`config.mk`:
```
export PLATFORM = sky130hd
export DESIGN_NAME = mlu_seq_flat
export DESIGN_NICKNAME = d
export VERILOG_FILES = /design/src/rtl/mlu_seq_pkg.sv /design/src/rtl/mlu_seq_if.sv /design/src/rtl/mlu_slice_fn.sv /design/src/rtl/mlu_seq.sv /design/src/flat_wrapper.sv
export SDC_FILE = /design/constraint.sdc
export NUM_CORES = 1
export LEC_CHECK = 0
export CAP_MARGIN = 20
export CORE_UTILIZATION = 30
export CTS_CLUSTER_SIZE = 40
export DETAILED_ROUTE_END_ITERATION = 6
export GPL_TIMING_DRIVEN = 0
export PLACE_DENSITY = 0.57
export SYNTH_ARGS = -nofsm -noshare
export SYNTH_HDL_FRONTEND = slang
export SYNTH_HIERARCHICAL = 1
export SYNTH_SLANG_ARGS = --single-unit
```
`constraint.sdc`:
```
create_clock -name clk -period 2.73 [get_ports clk]
set_input_delay 0.4095 -clock clk [delete_from_list [all_inputs] [get_ports clk]]
set_output_delay 0.4095 -clock clk [all_outputs]
set_load 0.005 [all_outputs]
```
`src/rtl/mlu_seq_pkg.sv`:
```
// Shared types for the bit-serial MLU: opcode encoding, FSM states and opcode
// classification helpers.
package mlu_seq_pkg;

  typedef enum logic [2:0] {
    MLU_ADD  = 3'd0,
    MLU_SUB  = 3'd1,
    MLU_AND  = 3'd2,
    MLU_OR   = 3'd3,
    MLU_XOR  = 3'd4,
    MLU_NOT  = 3'd5,
    MLU_NOP0 = 3'd6,
    MLU_NOP1 = 3'd7
  } mlu_op_t;

  typedef enum logic [1:0] {
    IDLE = 2'd0,
    BUSY = 2'd1,
    DONE = 2'd2
  } mlu_seq_state_t;

  // Only the add/subtract ops produce carry and signed-overflow flags.
  function automatic logic is_arith(input mlu_op_t op);
    return (op == MLU_ADD) || (op == MLU_SUB);
  endfunction

endpackage

```
`src/rtl/mlu_seq_if.sv`:
```
// Request/result handshake bundle between the operand source and the MLU.
// master = requester/consumer, slave = the MLU itself.
interface mlu_seq_if #(
  parameter int WIDTH = 32
);
  import mlu_seq_pkg::*;

  logic             in_valid;
  logic             in_ready;
  logic [WIDTH-1:0] a;
  logic [WIDTH-1:0] b;
  mlu_op_t          op;
  logic             c_in;

  logic             out_valid;
  logic             out_ready;
  logic [WIDTH-1:0] out;
  logic             c_out;
  logic             zero;
  logic             neg;
  logic             ovf;

  modport master (
    output in_valid, a, b, op, c_in, out_ready,
    input  in_ready, out_valid, out, c_out, zero, neg, ovf
  );

  modport slave (
    input  in_valid, a, b, op, c_in, out_ready,
    output in_ready, out_valid, out, c_out, zero, neg, ovf
  );

endinterface

```
`src/rtl/mlu_slice_fn.sv`:
```
// One SLICE_W-bit slice of the MLU function; purely combinational.
module mlu_slice_fn
  import mlu_seq_pkg::*;
#(
  parameter int SLICE_W = 4
) (
  input  logic [SLICE_W-1:0] a,
  input  logic [SLICE_W-1:0] b,
  input  mlu_op_t            op,
  input  logic               c_in,
  output logic [SLICE_W-1:0] r,
  output logic               c_out,
  output logic               zero
);

  logic [SLICE_W:0]   sum;
  logic [SLICE_W-1:0] b_n;

  always_comb begin
    sum   = '0;
    r     = '0;
    c_out = 1'b0;
    b_n   = ~b;
    case (op)
      MLU_ADD: begin
        sum   = {1'b0, a} + {1'b0, b} + {{SLICE_W{1'b0}}, c_in};
        r     = sum[SLICE_W-1:0];
        c_out = sum[SLICE_W];
      end
      MLU_SUB: begin
        sum   = {1'b0, a} + {1'b0, b_n} + {{SLICE_W{1'b0}}, c_in};
        r     = sum[SLICE_W-1:0];
        c_out = sum[SLICE_W];
      end
      MLU_AND: r = a & b;
      MLU_OR:  r = a | b;
      MLU_XOR: r = a ^ b;
      MLU_NOT: r = ~a;
      default: r = '0;
    endcase
    zero = (r == '0);
  end

endmodule

```
`src/rtl/mlu_seq.sv`:
```
// Bit-serial MLU: one SLICE_W slice per clock, LSB slice first, with the carry
// and zero state rippled through registers between slices.
module mlu_seq
  import mlu_seq_pkg::*;
#(
  parameter int WIDTH   = 32,
  parameter int SLICE_W = 4
) (
  input  logic       clk,
  input  logic       rst,
  mlu_seq_if.slave   bus
);

  localparam int N     = WIDTH / SLICE_W;
  localparam int CNT_W = (N > 1) ? $clog2(N) : 1;

  mlu_seq_state_t state, state_nxt;

  logic [WIDTH-1:0] a_sh, b_sh, out_q;
  mlu_op_t          op_q;
  logic [CNT_W-1:0] cnt;
  logic             carry_q, zacc_q;
  logic             c_out_q, zero_q, neg_q, ovf_q;

  logic [SLICE_W-1:0] s_r;
  logic               s_c, s_z;
  logic               last, a_msb, b_msb, s_ovf;

  mlu_slice_fn #(.SLICE_W(SLICE_W)) u_slice (
    .a     (a_sh[SLICE_W-1:0]),
    .b     (b_sh[SLICE_W-1:0]),
    .op    (op_q),
    .c_in  (carry_q),
    .r     (s_r),
    .c_out (s_c),
    .zero  (s_z)
  );

  assign last  = (cnt == CNT_W'(N - 1));
  assign a_msb = a_sh[SLICE_W-1];
  // Subtraction overflows like an add of the inverted subtrahend.
  assign b_msb = (op_q == MLU_SUB) ? ~b_sh[SLICE_W-1] : b_sh[SLICE_W-1];
  assign s_ovf = is_arith(op_q) && (a_msb == b_msb) && (s_r[SLICE_W-1] != a_msb);

  always_ff @(posedge clk) begin
    if (rst) state <= IDLE;
    else     state <= state_nxt;
  end

  always_comb begin
    state_nxt = state;
    case (state)
      IDLE:    if (bus.in_valid)  state_nxt = BUSY;
      BUSY:    if (last)          state_nxt = DONE;
      DONE:    if (bus.out_ready) state_nxt = IDLE;
      default: state_nxt = IDLE;
    endcase
  end

  always_ff @(posedge clk) begin
    if (rst) begin
      a_sh    <= '0;
      b_sh    <= '0;
      out_q   <= '0;
      op_q    <= MLU_NOP0;
      cnt     <= '0;
      carry_q <= 1'b0;
      zacc_q  <= 1'b0;
      c_out_q <= 1'b0;
      zero_q  <= 1'b0;
      neg_q   <= 1'b0;
      ovf_q   <= 1'b0;
    end else begin
      case (state)
        IDLE: if (bus.in_valid) begin
          a_sh    <= bus.a;
          b_sh    <= bus.b;
          op_q    <= bus.op;
          carry_q <= bus.c_in;
          cnt     <= '0;
          zacc_q  <= 1'b1;
        end
        BUSY: begin
          out_q   <= {s_r, out_q[WIDTH-1:SLICE_W]};
          a_sh    <= a_sh >> SLICE_W;
          b_sh    <= b_sh >> SLICE_W;
          carry_q <= s_c;
          zacc_q  <= zacc_q & s_z;
          cnt     <= cnt + 1'b1;
          // Flags land on the same edge as the top slice so they match OUT.
          if (last) begin
            c_out_q <= s_c;
            zero_q  <= zacc_q & s_z;
            neg_q   <= s_r[SLICE_W-1];
            ovf_q   <= s_ovf;
          end
        end
        default: ;
      endcase
    end
  end

  assign bus.in_ready  = (state == IDLE);
  assign bus.out_valid = (state == DONE);
  assign bus.out       = out_q;
  assign bus.c_out     = c_out_q;
  assign bus.zero      = zero_q;
  assign bus.neg       = neg_q;
  assign bus.ovf       = ovf_q;

endmodule

```
`src/flat_wrapper.sv`:
```
// flat-port wrapper written by rule: the top's interface ports become plain ports
module mlu_seq_flat import mlu_seq_pkg::*;
#(
  parameter int WIDTH   = 32,
  parameter int SLICE_W = 4
)
  (clk, rst, bus_in_valid, bus_a, bus_b, bus_op, bus_c_in, bus_out_ready, bus_in_ready, bus_out_valid, bus_out, bus_c_out, bus_zero, bus_neg, bus_ovf);
  mlu_seq_if #(.WIDTH(WIDTH)) bus_i ();
  input  logic clk;
  input  logic rst;
  input wire logic [$bits(bus_i.in_valid)-1:0] bus_in_valid;
  input wire logic [$bits(bus_i.a)-1:0] bus_a;
  input wire logic [$bits(bus_i.b)-1:0] bus_b;
  input wire logic [$bits(bus_i.op)-1:0] bus_op;
  input wire logic [$bits(bus_i.c_in)-1:0] bus_c_in;
  input wire logic [$bits(bus_i.out_ready)-1:0] bus_out_ready;
  output wire logic [$bits(bus_i.in_ready)-1:0] bus_in_ready;
  output wire logic [$bits(bus_i.out_valid)-1:0] bus_out_valid;
  output wire logic [$bits(bus_i.out)-1:0] bus_out;
  output wire logic [$bits(bus_i.c_out)-1:0] bus_c_out;
  output wire logic [$bits(bus_i.zero)-1:0] bus_zero;
  output wire logic [$bits(bus_i.neg)-1:0] bus_neg;
  output wire logic [$bits(bus_i.ovf)-1:0] bus_ovf;
  assign bus_i.in_valid = bus_in_valid;
  assign bus_i.a = bus_a;
  assign bus_i.b = bus_b;
  assign bus_i.op = bus_op;
  assign bus_i.c_in = bus_c_in;
  assign bus_i.out_ready = bus_out_ready;
  assign bus_in_ready = bus_i.in_ready;
  assign bus_out_valid = bus_i.out_valid;
  assign bus_out = bus_i.out;
  assign bus_c_out = bus_i.c_out;
  assign bus_zero = bus_i.zero;
  assign bus_neg = bus_i.neg;
  assign bus_ovf = bus_i.ovf;
  mlu_seq #(.WIDTH(WIDTH), .SLICE_W(SLICE_W)) u_core (.clk(clk), .rst(rst), .bus(bus_i));
endmodule
```
==> results.md, run 1 <==
* Initial DRT Pass Iterations at 4
* Core area at ~17000 um^2
* Hold Buf Count CTS at 0
* Async S/R FF share, synth at 0
* Commonest cells in the netlist: nand2_1 (193), dfxtp_1 (110), nor2_1 (75), a311oi_2 (51), a21oi_1 (42)
* Post-layout util at 0.413
* Io pins at between 100 and 150
* Area after DPL at 6720 um^2
* Worst-margin pin slew at about 700 ps
* #FFs+latches synth at 110
* Crit path cell chain: inv_4, fa_2, inv_2, fa_1, mux2_4, a221oi_4, nor2b_2, a211o_1, a311oi_2, nand4_1, a21oi_1
* Final nets at between 800 and 900
* Synthesis Warnings at 6
* Net Count, Synth at just over 700
* # diodes at 0
* Maximum number of pins on one net before global-route repair at 19
* Run status: complete, no violations
* Area of the multi-input gates at 2870 um^2
* Reg2Reg Depth at 11
* Max-slew violations at 0
* Starting Density at 0.309
* Placer Congestion at 0.819
* Power per cell area at between 500 and 600 nW/um^2
* H-tree Lvls at 3
* Mapped Area at 5360 um^2
* Area Growth Syn to Fin at 34.0%
* Hpwl dp at ~11000 um
* Initial antenna violation count at 0
* Post-synth EDFFs at 0
* Worst setup SP type: flop
* Chip height at approximately 140 um
* Worst setup margin at approximately 52 ps
* Setup Total Neg Slack at 0 ps
* CTS tree: yes
* Vias at around 4600
* Fmax at approximately 370 MHz
* Antenna viol nets, final at 0
* Number of vias per cell at around 4.7
* Final setup fails at 0
* Share of layout cells above drive strength 1 at 0.180
* DP Worst Slack at -335 ps
* Main flop type after synthesis: dfxtp_1
* Die Footprint at roughly 18000 um^2
* Critical R2R Launch: u_core/a_sh[0]
* TritonCTS Sinks at 110
* WS Path Type: flop to flop
* Unrepaired setup endpoints after global routing: yes
* Post-route clock period utilization at 0.981
* Cell count after synthesis at around 630
* Max Clock Skew at just under 10 ps
* Pwr Total at 3.98 mW
* Maximum vdd drop at 0.000319 V
* Static leakage at between 2 and 3 nW
* Final wirelength at ~14000 um
* Worst Path Max Fanout at 3
* Clock Tree Root: clkbuf_16
* DRC at 0
* Most numerous cell in the Yosys netlist: nand2_1
* Clock buffer count from CTS at 9
* CP required at ~3000 ps
* Slew margin rel. at 0.519
* Worst-skew pair later-pin latency at ~360 ps
* Post-synthesis sequential area ratio at 0.411
* Total grt overflow at 0
* Min-Delay Path Class: primary input to flop
* Critical path arrival at a little under 3000 ps
* Design area at just over 7000 um^2
* Std-Cell Rows at between 40 and 50
* Hold Path End: u_core/state[0]
* Max-cap violation count at 0
* Critical Path End Type: flop
* Die Span X at between 100 and 150 um
* Final Hold Viols at 0
* Buffers on Ports at between 100 and 150
* Terminus of the critical flop-to-flop path: u_core/bus.zero
* Seq. cell area at around 2200 um^2
* First-pass GRT wire length at 22800 um
* Hold Startpoint: rst
* CTS Buffer Depth at 2
* Synth top area cells: dfxtp_1 (41%), a311oi_2 (14%), nand2_1 (14%), nor2_1 (5.3%), a21oi_1 (3.9%)
* Filler cells at roughly 1700
* Number of global-route vias before repair at around 4500
* Slowest cell on crit path: fa_2
* Reg2reg setup slack at between 50 and 60 ps
* Yosys cell types at around 50
* Post-layout minimum cycle time at ~2700 ps
* Global-route usage over all layers at 0.161
* Clock-pin slew on the worst setup and hold paths at 70 ps
* Synth top area share at 0.411
* Largest stage delay on the critical path at about 400 ps
* Synth area leader: dfxtp_1
* WL/cell at around 15 um
* DR iter-0 viols at 292
* Synthesized area per cell at around 8.6 um^2
* Hold Crit Depth at 2
state kept, by name (all words and copies together) (netlist names):
register	cells
u_core/bus.out	32
u_core/bus.zero	1
u_core/a_sh	32
u_core/op_q	3
u_core/bus.neg	1
u_core/b_sh	32
u_core/carry_q	1
u_core/zacc_q	1
u_core/state	2
u_core/cnt	3
u_core/bus.ovf	1
u_core/bus.c_out	1
timing repair:
item                       in CTS  in global routing
gates cloned                    0                  0
pin swaps                       2                  3
setup endpoints to repair       4                  5
resized for setup               8                 16
buffers inserted                6                  3
worst max path at each step:
stage,from,end,cells after the start
floorplan,u_core/a_sh[0],u_core/zacc_q,11
global placement,u_core/b_sh[0],u_core/bus.zero,11
detailed placement,u_core/a_sh[0],u_core/carry_q,10
CTS,u_core/b_sh[0],u_core/bus.zero,11
global route,u_core/a_sh[0],u_core/bus.zero,11
finish,u_core/a_sh[0],u_core/bus.zero,11
layer usage:
metal | wire length, um | up-vias | GRT usage
li1 | - | 2399 | -
met1 | 6780 | 2134 | 0.216
met2 | 6670 | 93 | 0.251
met3 | 551 | 19 | 0.0266
met4 | 313 | 0 | 0.0743
met5 | 0 | - | 0
worst max-delay path, delay by kind of cell (launching register included):
family                   cells  cell delay [ps]
flip-flops                   1              360
AO/OA/AOI/OAI                4              840
buffers and inverters        2              120
multiplexers                 1              290
AND/OR/NAND/NOR              2              200
adder cells (fa/ha/maj)      2              800
cell families (layout without fill, tap and decap cells):
logic type	after synthesis	in the layout	synth area share
muxes	6	6	0.0114
DFF	110	110	0.411
xor gates and xnor gates	4	4	0.00654
AOI/OAI and AO/OA	133	133	0.243
adders and majority gates	17	17	0.0453
and+or+nand+nor	290	290	0.217
buffers and inverters	66	197	0.0656
placed cells by master, fill, tap and decap left out, types with 4 or more instances in the layout:
| master | instances |
|---|---|
| nand3b_1 | 4 |
| a21oi_1 | 40 |
| buf_6 | 4 |
| buf_4 | 16 |
| nand2_1 | 192 |
| inv_1 | 9 |
| dfxtp_1 | 105 |
| a311oi_1 | 7 |
| dfxtp_2 | 4 |
| clkbuf_16 | 9 |
| a22oi_1 | 8 |
| ha_1 | 13 |
| clkbuf_1 | 14 |
| buf_2 | 24 |
| mux2i_1 | 5 |
| nor2_1 | 75 |
| a311oi_2 | 51 |
| clkdlybuf4s50_1 | 108 |
stage by stage:
step,cells,hold slack (ps)
after floorplan,626,447
after global placement,959,443
after detailed placement,959,446
after CTS,981,405
after global routing,982,429
final,982,414
power by group:
part	switching, mW	total (mW)	leakage, nW	internal (mW)
Clock	0.618	1.42	0.148	0.806
Combinational	0.420	0.785	1.60	0.365
Sequential	0.0683	1.77	0.905	1.70
final cells by class:
class | instances | share of cell area
multi-input cells | 450 | 0.400
flip-flops and latches | 110 | 0.308
repair buffers | 116 | 0.159
plain buffers | 51 | 0.0392
well taps | 225 | 0.0392
clock buffers | 9 | 0.0314
clock inverters | 7 | 0.0134
inverters | 14 | 0.00959
(Power assumes the default switching activity.)
==> run 2: changes to the inputs <==
- CORE_UTILIZATION: 30 -> 42
- PLACE_DENSITY: 0.57 -> 0.74
==> run 2 against run 1 <==
First-iteration DRC count up 13%. Die area down 28%. Sequential share of layout area up 0.62 points. Core utilization up 16 points.
==> results.md, run 2 (same netlist as run 1, synthesis figures left out) <==
* CTS Buffer Depth at 2
* Fmax at 368 MHz
* Final wirelength at between 10000 and 15000 um
* Setup Total Neg Slack at 0 ps
* Post-layout util at 0.577
* Chip height at ~110 um
* Worst Path Max Fanout at 3
* DRC at 0
* Initial DRT Pass Iterations at 5
* Final nets at 840
* Unrepaired setup endpoints after global routing: yes
* Static leakage at around 2.6 nW
* # diodes at 0
* First-pass GRT wire length at around 23000 um
* Maximum number of pins on one net before global-route repair at 18
* Placer Congestion at about 0.89
* Maximum vdd drop at 0.000317 V
* Io pins at 110
* Number of global-route vias before repair at around 4700
* TritonCTS Sinks at 110
* Die Footprint at 13200 um^2
* Slew margin rel. at 0.522
* Final Hold Viols at 0
* DR iter-0 viols at around 330
* Core area at around 12000 um^2
* Most common cell after layout, fill and taps aside: nand2_1
* Clock buffer count from CTS at 9
* Post-route clock period utilization at 0.997
* Hold Buf Count CTS at 0
* Critical path arrival at around 3000 ps
* Worst-margin pin slew at 717 ps
* Global-route usage over all layers at 0.221
* Area Growth Syn to Fin at 31.6%
* Power per cell area at 546 nW/um^2
* Max Clock Skew at 8.02 ps
* Cell Count, Final, Fillers Out at about 900
* Min-Delay Path Class: primary input to flop
* Total grt overflow at 0
* Clock Tree Root: clkbuf_16
* Run status: complete, no violations
* WS Path Type: flop to flop
* Die Span X at roughly 110 um
* Worst setup SP type: flop
* Critical Path End Type: flop
* Most frequent cells in the layout: nand2_1 (193), clkdlybuf4s50_1 (108), dfxtp_1 (104), nor2_1 (75), a311oi_2 (51)
* Max-slew violations at 0
* DP Worst Slack at -287 ps
* Initial antenna violation count at 0
* Vias at roughly 4800
* WL/cell at ~15 um
* Final setup fails at 0
* CTS tree: yes
* Buffers on Ports at approximately 110
* Inst Count DP at 902
* CP required at around 3000 ps
* Hpwl dp at 10500 um
* Clock-pin slew on the worst setup and hold paths at about 70 ps
* Std-Cell Rows at 40
* Reg2reg setup slack at approximately 9.5 ps
* Max-cap violation count at 0
* Number of vias per cell at roughly 5.2
* Share of layout cells above drive strength 1 at 0.177
* Starting Density at 0.439
* Worst-skew pair later-pin latency at 350 ps
* H-tree Lvls at 3
* Post-layout minimum cycle time at 2720 ps
* Worst setup margin at between 9 and 10 ps
* Antenna viol nets, final at 0
-- run 2: power breakdown --
part	switching, mW	total, mW	internal, mW
clock	0.597	1.29	0.696
sequential	0.0731	1.78	1.70
combinational	0.415	0.776	0.361
-- run 2: area by class of cell --
class                   count  area [um^2]
well taps                 168          210
inverters                  14         68.8
plain buffers              51          282
clock buffers              12          267
fillers                  1103         5160
flip-flops and latches    110         2210
repair buffers            115         1130
clock inverters             4         30.0
multi-input cells         450         2840
-- run 2: worst max-delay path: stages (launching register included) --
cell and delay (ps):
dfxtp_4 350, buf_4 150, fa_2 400, fa_1 490, mux2i_1 70, a221o_1 290, nor2b_1 150, a211o_1 240
a311oi_2 240, nand4_1 120, a21oi_1 150
-- run 2: final timing paths --
check | startpoint | endpoint | depth (start not counted)
setup / recovery | u_core/b_sh[0] | u_core/bus.zero | 10
hold / removal | rst | u_core/state[0] | 2
hold reg to reg | u_core/bus.out[1] | u_core/bus.out[1] | 2
setup reg to reg | u_core/b_sh[0] | u_core/bus.zero | 10
-- run 2: routing by layer --
layer	wire, um	part of all wire	up-vias	global-route usage
met3	529	0.037	27	0.0385
li1	-	-	2392	-
met1	6300	0.44	2303	0.270
met4	338	0.024	0	0.0918
met2	7000	0.49	120	0.384
met5	0	0	-	0
-- run 2: per-stage QoR --
step	total power, mW	hold slack [ps]	area [um^2]
2_1_floorplan	2.29	447	5360
3_3_place_gp	2.52	444	6650
3_5_place_dp	2.55	447	6650
4_1_cts	3.84	409	7010
5_1_grt	4.01	424	7050
6_report	3.85	403	7050
-- run 2: repair_timing --
action / in CTS / in global routing
endpoints found under the hold margin: 0 / 0
pin swaps: 4 / 2
gates resized for setup: 9 / 13
endpoints found under the setup margin: 4 / 6
cloned: 0 / 0
buffers inserted: 6 / 1
